`config.mk`:
```
export PLATFORM = sky130hd
export DESIGN_NAME = lpc_postcode_fifo
export DESIGN_NICKNAME = d
export VERILOG_FILES = /design/src/rtl/lpc_postcode_pkg.sv /design/src/rtl/postcode_ring.sv /design/src/rtl/lpc_postcode_fifo.sv
export SDC_FILE = /design/constraint.sdc
export NUM_CORES = 1
export LEC_CHECK = 0
export BUFFER_PORTS_ARGS = -buffer_cell sky130_fd_sc_hd__buf_2
export CORE_ASPECT_RATIO = 0.7
export CORE_MARGIN = 1.5
export CORE_UTILIZATION = 40
export DETAILED_ROUTE_END_ITERATION = 8
export PLACE_DENSITY_LB_ADDON = 0.15
export SLEW_MARGIN = 0
export SYNTH_ARGS = -nofsm -noshare
export SYNTH_HDL_FRONTEND = slang
export SYNTH_SLANG_ARGS = --single-unit
```
`constraint.sdc`:
```
create_clock -name lclk -period 6.32 [get_ports lclk]
set_input_delay 0.316 -clock lclk [delete_from_list [all_inputs] [get_ports lclk]]
set_output_delay 0.316 -clock lclk [all_outputs]
set_load 0.05 [all_outputs]
```
`src/rtl/lpc_postcode_pkg.sv`:
```
// Shared constants and helpers for the LPC POST-code capture FIFO.
package lpc_postcode_pkg;

  localparam logic [15:0] DEF_POST_ADDR = 16'h0080;
  localparam logic [15:0] DEF_STAT_ADDR = 16'h0A82;

  // STAT register layout: {overflow, empty, count[5:0]}
  localparam int unsigned STAT_OVF     = 7;
  localparam int unsigned STAT_EMPTY   = 6;
  localparam int unsigned STAT_CNT_MSB = 5;
  localparam int unsigned STAT_CNT_LSB = 0;
  localparam int unsigned CNT_W        = 6;

  localparam logic [7:0] EMPTY_READ = 8'hFF;

  // Bit width of one POST code
  function automatic int unsigned code_width(input int unsigned code_bytes);
    return 8 * code_bytes;
  endfunction

endpackage

```
`src/rtl/postcode_ring.sv`:
```
// DEPTH-entry ring buffer of POST codes; a push while full overwrites the oldest entry.
module postcode_ring
  import lpc_postcode_pkg::*;
#(
  parameter int unsigned W     = 8,
  parameter int unsigned DEPTH = 16
) (
  input  logic             clk,
  input  logic             rst_n,
  input  logic             push_i,
  input  logic [W-1:0]     push_data_i,
  input  logic             pop_i,
  input  logic             flush_i,
  output logic [W-1:0]     head_o,
  output logic [CNT_W-1:0] count_o,
  output logic             empty_o,
  output logic             full_o
);

  localparam int unsigned AW = $clog2(DEPTH);

  logic [W-1:0]     mem_q [DEPTH];
  logic [AW-1:0]    wr_ptr_q, wr_ptr_d;
  logic [AW-1:0]    rd_ptr_q, rd_ptr_d;
  logic [CNT_W-1:0] cnt_q, cnt_d;
  logic             full, empty, pop_ok;

  assign full    = (cnt_q == CNT_W'(DEPTH));
  assign empty   = (cnt_q == '0);
  // A pop against an empty buffer is dropped, even when a push lands in the same cycle
  assign pop_ok  = pop_i && !empty;

  // Pointer/count update: push applied first, then pop; pointers wrap naturally (power-of-two DEPTH)
  always_comb begin
    wr_ptr_d = wr_ptr_q;
    rd_ptr_d = rd_ptr_q;
    cnt_d    = cnt_q;
    if (flush_i) begin
      wr_ptr_d = '0;
      rd_ptr_d = '0;
      cnt_d    = '0;
    end else begin
      if (push_i) begin
        wr_ptr_d = wr_ptr_q + AW'(1);
        if (full) rd_ptr_d = rd_ptr_q + AW'(1);
        else      cnt_d    = cnt_q + CNT_W'(1);
      end
      if (pop_ok) begin
        rd_ptr_d = rd_ptr_d + AW'(1);
        cnt_d    = cnt_d - CNT_W'(1);
      end
    end
  end

  // Pointer and count state
  always_ff @(posedge clk or negedge rst_n) begin
    if (!rst_n) begin
      wr_ptr_q <= '0;
      rd_ptr_q <= '0;
      cnt_q    <= '0;
    end else begin
      wr_ptr_q <= wr_ptr_d;
      rd_ptr_q <= rd_ptr_d;
      cnt_q    <= cnt_d;
    end
  end

  // Entry storage; contents are only visible while count is non-zero
  always_ff @(posedge clk) begin
    if (push_i && !flush_i) mem_q[wr_ptr_q] <= push_data_i;
  end

  assign head_o  = mem_q[rd_ptr_q];
  assign count_o = cnt_q;
  assign empty_o = empty;
  assign full_o  = full;

endmodule

```
`src/rtl/lpc_postcode_fifo.sv`:
```
// LPC POST-code capture: staged multi-byte codes into a history ring with STAT/DATA read-back.
// Optional build macro POSTCODE_DEDUP_EN: drop a commit equal to the current postcode.
module lpc_postcode_fifo
  import lpc_postcode_pkg::*;
#(
  parameter int unsigned CODE_BYTES = 1,
  parameter int unsigned DEPTH      = 16,
  parameter logic [15:0] POST_ADDR  = DEF_POST_ADDR,
  parameter logic [15:0] STAT_ADDR  = DEF_STAT_ADDR
) (
  input  logic                                lclk,
  input  logic                                lreset_n,
  input  logic                                lpc_en,
  input  logic [15:0]                         lpc_addr,
  input  logic [7:0]                          din,
  input  logic                                io_wren,
  input  logic                                io_rden,
  output logic [7:0]                          dout,
  output logic                                rd_hit,
  output logic [code_width(CODE_BYTES)-1:0]   postcode,
  output logic [5:0]                          count
);

  localparam int unsigned    CW        = code_width(CODE_BYTES);
  localparam int unsigned    BIW       = (CODE_BYTES > 1) ? $clog2(CODE_BYTES) : 1;
  localparam logic [15:0]    DATA_ADDR = STAT_ADDR + 16'd1;
  localparam logic [15:0]    LAST_OFFS = 16'(CODE_BYTES - 1);
  localparam logic [BIW-1:0] LAST_IDX  = BIW'(CODE_BYTES - 1);
  localparam logic [CW-1:0]  LOW_MASK  = CW'((64'd1 << (8 * (CODE_BYTES - 1))) - 64'd1);

  logic             wr_take, rd_take;
  logic [15:0]      win_offs;
  logic             win_hit, stat_hit, data_hit;
  logic             push, pop, flush;
  logic [CW-1:0]    code;
  logic [CW-1:0]    stage_q, stage_d;
  logic [CW-1:0]    postcode_q, postcode_d;
  logic             ovf_q, ovf_d;
  logic [BIW-1:0]   bidx_q, bidx_d;
  logic [CW-1:0]    head;
  logic [CNT_W-1:0] cnt;
  logic             empty, full;
  logic [7:0]       data_byte;

  assign wr_take  = lpc_en && io_wren;
  assign rd_take  = lpc_en && io_rden;
  assign win_offs = lpc_addr - POST_ADDR;
  assign win_hit  = (win_offs < 16'(CODE_BYTES));
  assign stat_hit = (lpc_addr == STAT_ADDR);
  assign data_hit = (lpc_addr == DATA_ADDR);

  // Assembled code for a commit: din becomes the top byte over the staged lower bytes
  assign code = (stage_q & LOW_MASK) | (CW'(din) << (8 * (CODE_BYTES - 1)));

  // Capture, STAT control and DATA byte sequencing
  always_comb begin
    stage_d    = stage_q;
    postcode_d = postcode_q;
    ovf_d      = ovf_q;
    bidx_d     = bidx_q;
    push       = 1'b0;
    pop        = 1'b0;
    flush      = 1'b0;

    if (wr_take && win_hit) begin
      if (win_offs == LAST_OFFS) begin
        postcode_d = code;
`ifdef POSTCODE_DEDUP_EN
        push       = (code != postcode_q);
`else
        push       = 1'b1;
`endif
      end else begin
        for (int unsigned k = 0; k + 1 < CODE_BYTES; k++) begin
          if (win_offs == 16'(k)) stage_d[8*k +: 8] = din;
        end
      end
    end

    if (push && full) ovf_d = 1'b1;

    if (wr_take && stat_hit) begin
      if (din[STAT_OVF]) ovf_d = 1'b0;
      if (din[STAT_EMPTY]) begin
        flush  = 1'b1;
        bidx_d = '0;
      end
    end

    if (rd_take && data_hit && !empty) begin
      if (bidx_q == LAST_IDX) begin
        pop    = 1'b1;
        bidx_d = '0;
      end else begin
        bidx_d = bidx_q + BIW'(1);
      end
    end
  end

  // Control state registers
  always_ff @(posedge lclk or negedge lreset_n) begin
    if (!lreset_n) begin
      stage_q    <= '0;
      postcode_q <= '0;
      ovf_q      <= 1'b0;
      bidx_q     <= '0;
    end else begin
      stage_q    <= stage_d;
      postcode_q <= postcode_d;
      ovf_q      <= ovf_d;
      bidx_q     <= bidx_d;
    end
  end

  postcode_ring #(
    .W     (CW),
    .DEPTH (DEPTH)
  ) u_ring (
    .clk         (lclk),
    .rst_n       (lreset_n),
    .push_i      (push),
    .push_data_i (code),
    .pop_i       (pop),
    .flush_i     (flush),
    .head_o      (head),
    .count_o     (cnt),
    .empty_o     (empty),
    .full_o      (full)
  );

  // Read-back mux, combinational from address and held state
  always_comb begin
    data_byte = EMPTY_READ;
    for (int unsigned k = 0; k < CODE_BYTES; k++) begin
      if (!empty && bidx_q == BIW'(k)) data_byte = head[8*k +: 8];
    end
    dout = 8'h00;
    if (stat_hit) begin
      dout[STAT_OVF]                   = ovf_q;
      dout[STAT_EMPTY]                 = empty;
      dout[STAT_CNT_MSB:STAT_CNT_LSB]  = cnt;
    end else if (data_hit) begin
      dout = data_byte;
    end
  end

  assign rd_hit   = stat_hit || data_hit;
  assign postcode = postcode_q;
  assign count    = cnt;

endmodule

```
==> summary.txt <==
Drt
  – First-pass iteration count of the detailed router: 5
  – Initial DRC Count: ~500
  – Detail Route Antenna Nets: 0
  – Wire per inst: 23.0 um
  – DRC: 0
  – Via density: 5.44
  – Routed Wire Length: 15400 um
  – Via count: 3647

Worst hold path
  – Min-Delay Path Class: input pin to flop
  – Min-delay src: din[5]

Critical path
  – Req. time, crit path: 6000 ps
  – CP Class: flop to output port
  – RR Startpoint: u_ring.count_o[1]$_DFF_PN0_
  – CP Capture Type: output port
  – CP Launch Point: u_ring.rd_ptr_q[1]$_DFF_PN0_
  – WP buf/inv: 2
  – CP max stage delay: approximately 830 ps
  – Arrival @ worst endpoint: 3020 ps
  – Critical path cell sequence: buf_4 -> mux4_2 -> mux4_2 -> nor2_1 -> a211oi_1 -> buf_2
  – Crit-path slowest cell: dfrtp_1
  – Critical path's top delay family: multiplexers
  – Worst-path fanout max: 20
  – Most frequent cell on the critical path: mux4_2
  – FF-to-FF setup slack: 3030 ps
  – Critical path launch point type: flop

Pwr
  – NetSw: 0.000427 W
  – Combinational Power Share: roughly 2%
  – Clock Power Share: ~47%
  – Switching Share: 20.1%
  – PD cells: 276 nW/um2
  – Pleak: ~2.7 nW
  – Internal Power: 0.00169 W
  – Worst VDD drop: 0.158 mV
  – Flop pwr share: roughly half

Timing
  – Rel. slew slack: 27.6%
  – Final hold viol count: 0
  – # setup viols final: 0
  – Fin Setup TNS: 0 ps
  – Slew Limit Fails: 0
  – RSZ-0062 raised after global routing: no
  – Tcrit/Tclk final: 52.8%
  – Fmax: between 200 and 300 MHz
  – Minimum clock period: 3340 ps
  – Worst slew pin tran: 1080 ps
  – Worst Skew: between 10 and 15 ps
  – Min Hold Slack: 302 ps

Synth
  – Compound-Gate Fraction of Synth Area: 2.83%
  – Area of the mapped netlist: 6590 um2
  – Yosys top cell by area: edfxtp_1
  – Synth warn: 0
  – Seq/Total Area, Yosys: 67.1%
  – Synth top cells by count: edfxtp_1, mux4_2, nor2_1, dfrtp_1, inv_1
  – Synthesized area per cell: 17.5 um2
  – Count leader, synth: edfxtp_1
  – Post-synthesis xor/xnor area fraction: 2.11%
  – Number of flops mapped to enable cells by yosys: 128
  – Simple-gate share of the synthesized area: 9.18%
  – Main combinational cell family by area after synthesis: multiplexers
  – Ranking of synthesized cells by area: edfxtp_1, mux4_2, dfrtp_1, ha_1, nor2_1
  – Unique masters post-synth: 50
  – Post-Synth Adder-Cell Area: 1.71%
  – Synth Register Bits: 151
  – Syn Inst Count: 377
  – Synth top area share: 58.4%
  – Ys async rst share: 15.2%
  – Syn_nets: 415
  – Post-synthesis mux area share: 15.4%
  – Top_reg_cell synth: edfxtp_1

Placement
  – GPL Wtd Cong: between 0.8 and 0.9
  – DP HPWL: 10400 um
  – Placed insts: 638
  – Placed Area: 7080 um2
  – IO Port Bufs: slightly above 50

Global route
  – Gr usage total: between 10% and 20%
  – Largest net degree at the start of global routing: 36
  – Antenna violations before repair: 0
  – Grt ovf: 0
  – Vias in the first global route: 3511
  – Global-route wire length before repair: 22700 um

Floorplanning
  – Initial Utilization: around two fifths
  – Die extent in x: 156 um
  – Die height: 110 um
  – # rows: 39
  – Die ar.: 17300 um2
  – Ports: 52
  – Core Area: 16200 um2

Clock tree
  – PostCTS Resize Cnt: 0
  – CTS tree: done
  – Clk sinks: between 150 and 200
  – H-tree Lvls: 4
  – Clk buf depth: 2
  – Hold buffers post-CTS: 1
  – Clock latency at the later pin of the worst-skew pair: 410 ps
  – CTS Buf Count: 17
  – Setup bufs post-CTS: 0
  – Clock root cell: clkbuf_16
  – Clock-pin transition on the worst setup and hold timing paths: 60 ps

Run
  – Max-cap viol count: 0

Cells and area
  – Non-Filler Instances: 671
  – Layout area overhead: 16.6%
  – Final-layout fill cell count: 1427
  – Fin nets: ~470
  – Layout cells sized above 1: about a third
  – Antenna Cells: 0
  – Post-route design area: 7680 um2

Run status
  – Status: completed
[power groups by stage]
stage	registers (W)	logic [W]	clock network [W]
2_1_floorplan	0.00110	0.0000126	0
3_3_place_gp	0.00110	0.0000422	0
3_5_place_dp	0.00110	0.0000428	0
4_1_cts	0.00108	0.0000434	0.00101
5_1_grt	0.00108	0.0000484	0.00106
6_report	0.00108	0.0000433	0.000996
[routing by layer]
layer | up-vias | GRT usage [%] | wire, um
li1 | 1630 | - | -
met1 | 1887 | 30.9 | 8080
met2 | 123 | 25.5 | 6370
met3 | 7 | 4.10 | 872
met4 | 0 | 4.69 | 93
met5 | - | 0 | 0
[layout make-up]
type                    instances  area [um2]  area share (%)
clock inverters                 7        52.6           0.684
repair buffers                 54         280            3.65
well taps                     225         282            3.67
multi-input cells             198        2060            26.9
flip-flops and latches        151        4420            57.6
inverters                      11        41.3           0.538
clock buffers                  25         539            7.02
[placed cells by master, fill, tap and decap left out, types with 5 or more instances in the layout]
| cell type | n |
|---|---|
| edfxtp_1 | 128 |
| and2_1 | 9 |
| clkbuf_16 | 20 |
| nor2_1 | 28 |
| nand2_1 | 10 |
| and3_1 | 6 |
| ha_1 | 9 |
| inv_1 | 11 |
| nand4_1 | 7 |
| dfrtp_1 | 22 |
| xnor2_1 | 8 |
| nor3_1 | 6 |
| buf_2 | 51 |
| mux4_2 | 40 |
| and4_1 | 6 |
| mux2_2 | 9 |
| xor2_1 | 6 |
| nor4_1 | 5 |
| a211oi_1 | 9 |
[cell families after synthesis]
| kind of cell | after synthesis |
|---|---|
| XOR/XNOR | 15 |
| multiplexers | 50 |
| adder cells (fa/ha/maj) | 9 |
| AO/OA/AOI/OAI | 23 |
| AND/OR/NAND/NOR | 101 |
| flip-flops | 151 |
| buffers and inverters | 28 |
[final timing paths]
kind,to,depth (start not counted)
setup / recovery,dout[1],6
hold / removal,u_ring.mem_q[10][5]$_DFFE_PP_,1
setup reg to reg,u_ring.rd_ptr_q[2]$_DFF_PN0_,11
hold reg to reg,postcode[7]$_DFFE_PN0N_,1
max in group asynchronous,u_ring.rd_ptr_q[0]$_DFF_PN0_,2
min in group asynchronous,u_ring.count_o[2]$_DFF_PN0_,2
[metrics by stage]
step / setup WS, ps / utilization [%] / total power (W)
detailed placement: 3090 / 43.7 / 0.00114
CTS: 2910 / 47.4 / 0.00213
global route: 2800 / 47.4 / 0.00218
floorplan: 3020 / - / 0.00111
finish: 2980 / 47.4 / 0.00212
global placement: 3110 / 43.7 / 0.00114
[state kept, by name, indices dropped and copies added (netlist names)]
signal,flops
postcode,8
u_ring.wr_ptr_q,4
u_ring.rd_ptr_q,4
u_ring.mem_q,128
u_ring.count_o,6
ovf_q,1
[worst register-to-register path: stages, from the launching register on]
cell     delay [ps]
dfrtp_1         480
inv_1           160
ha_1            150
nor4b_1         400
nand2_1         300
nor4_4          550
mux2_2          410
ha_1            200
nand4_1          80
xor2_1          180
xnor2_1         140
nor2_1           60
Note: power is estimated with default switching activity, not from simulation.
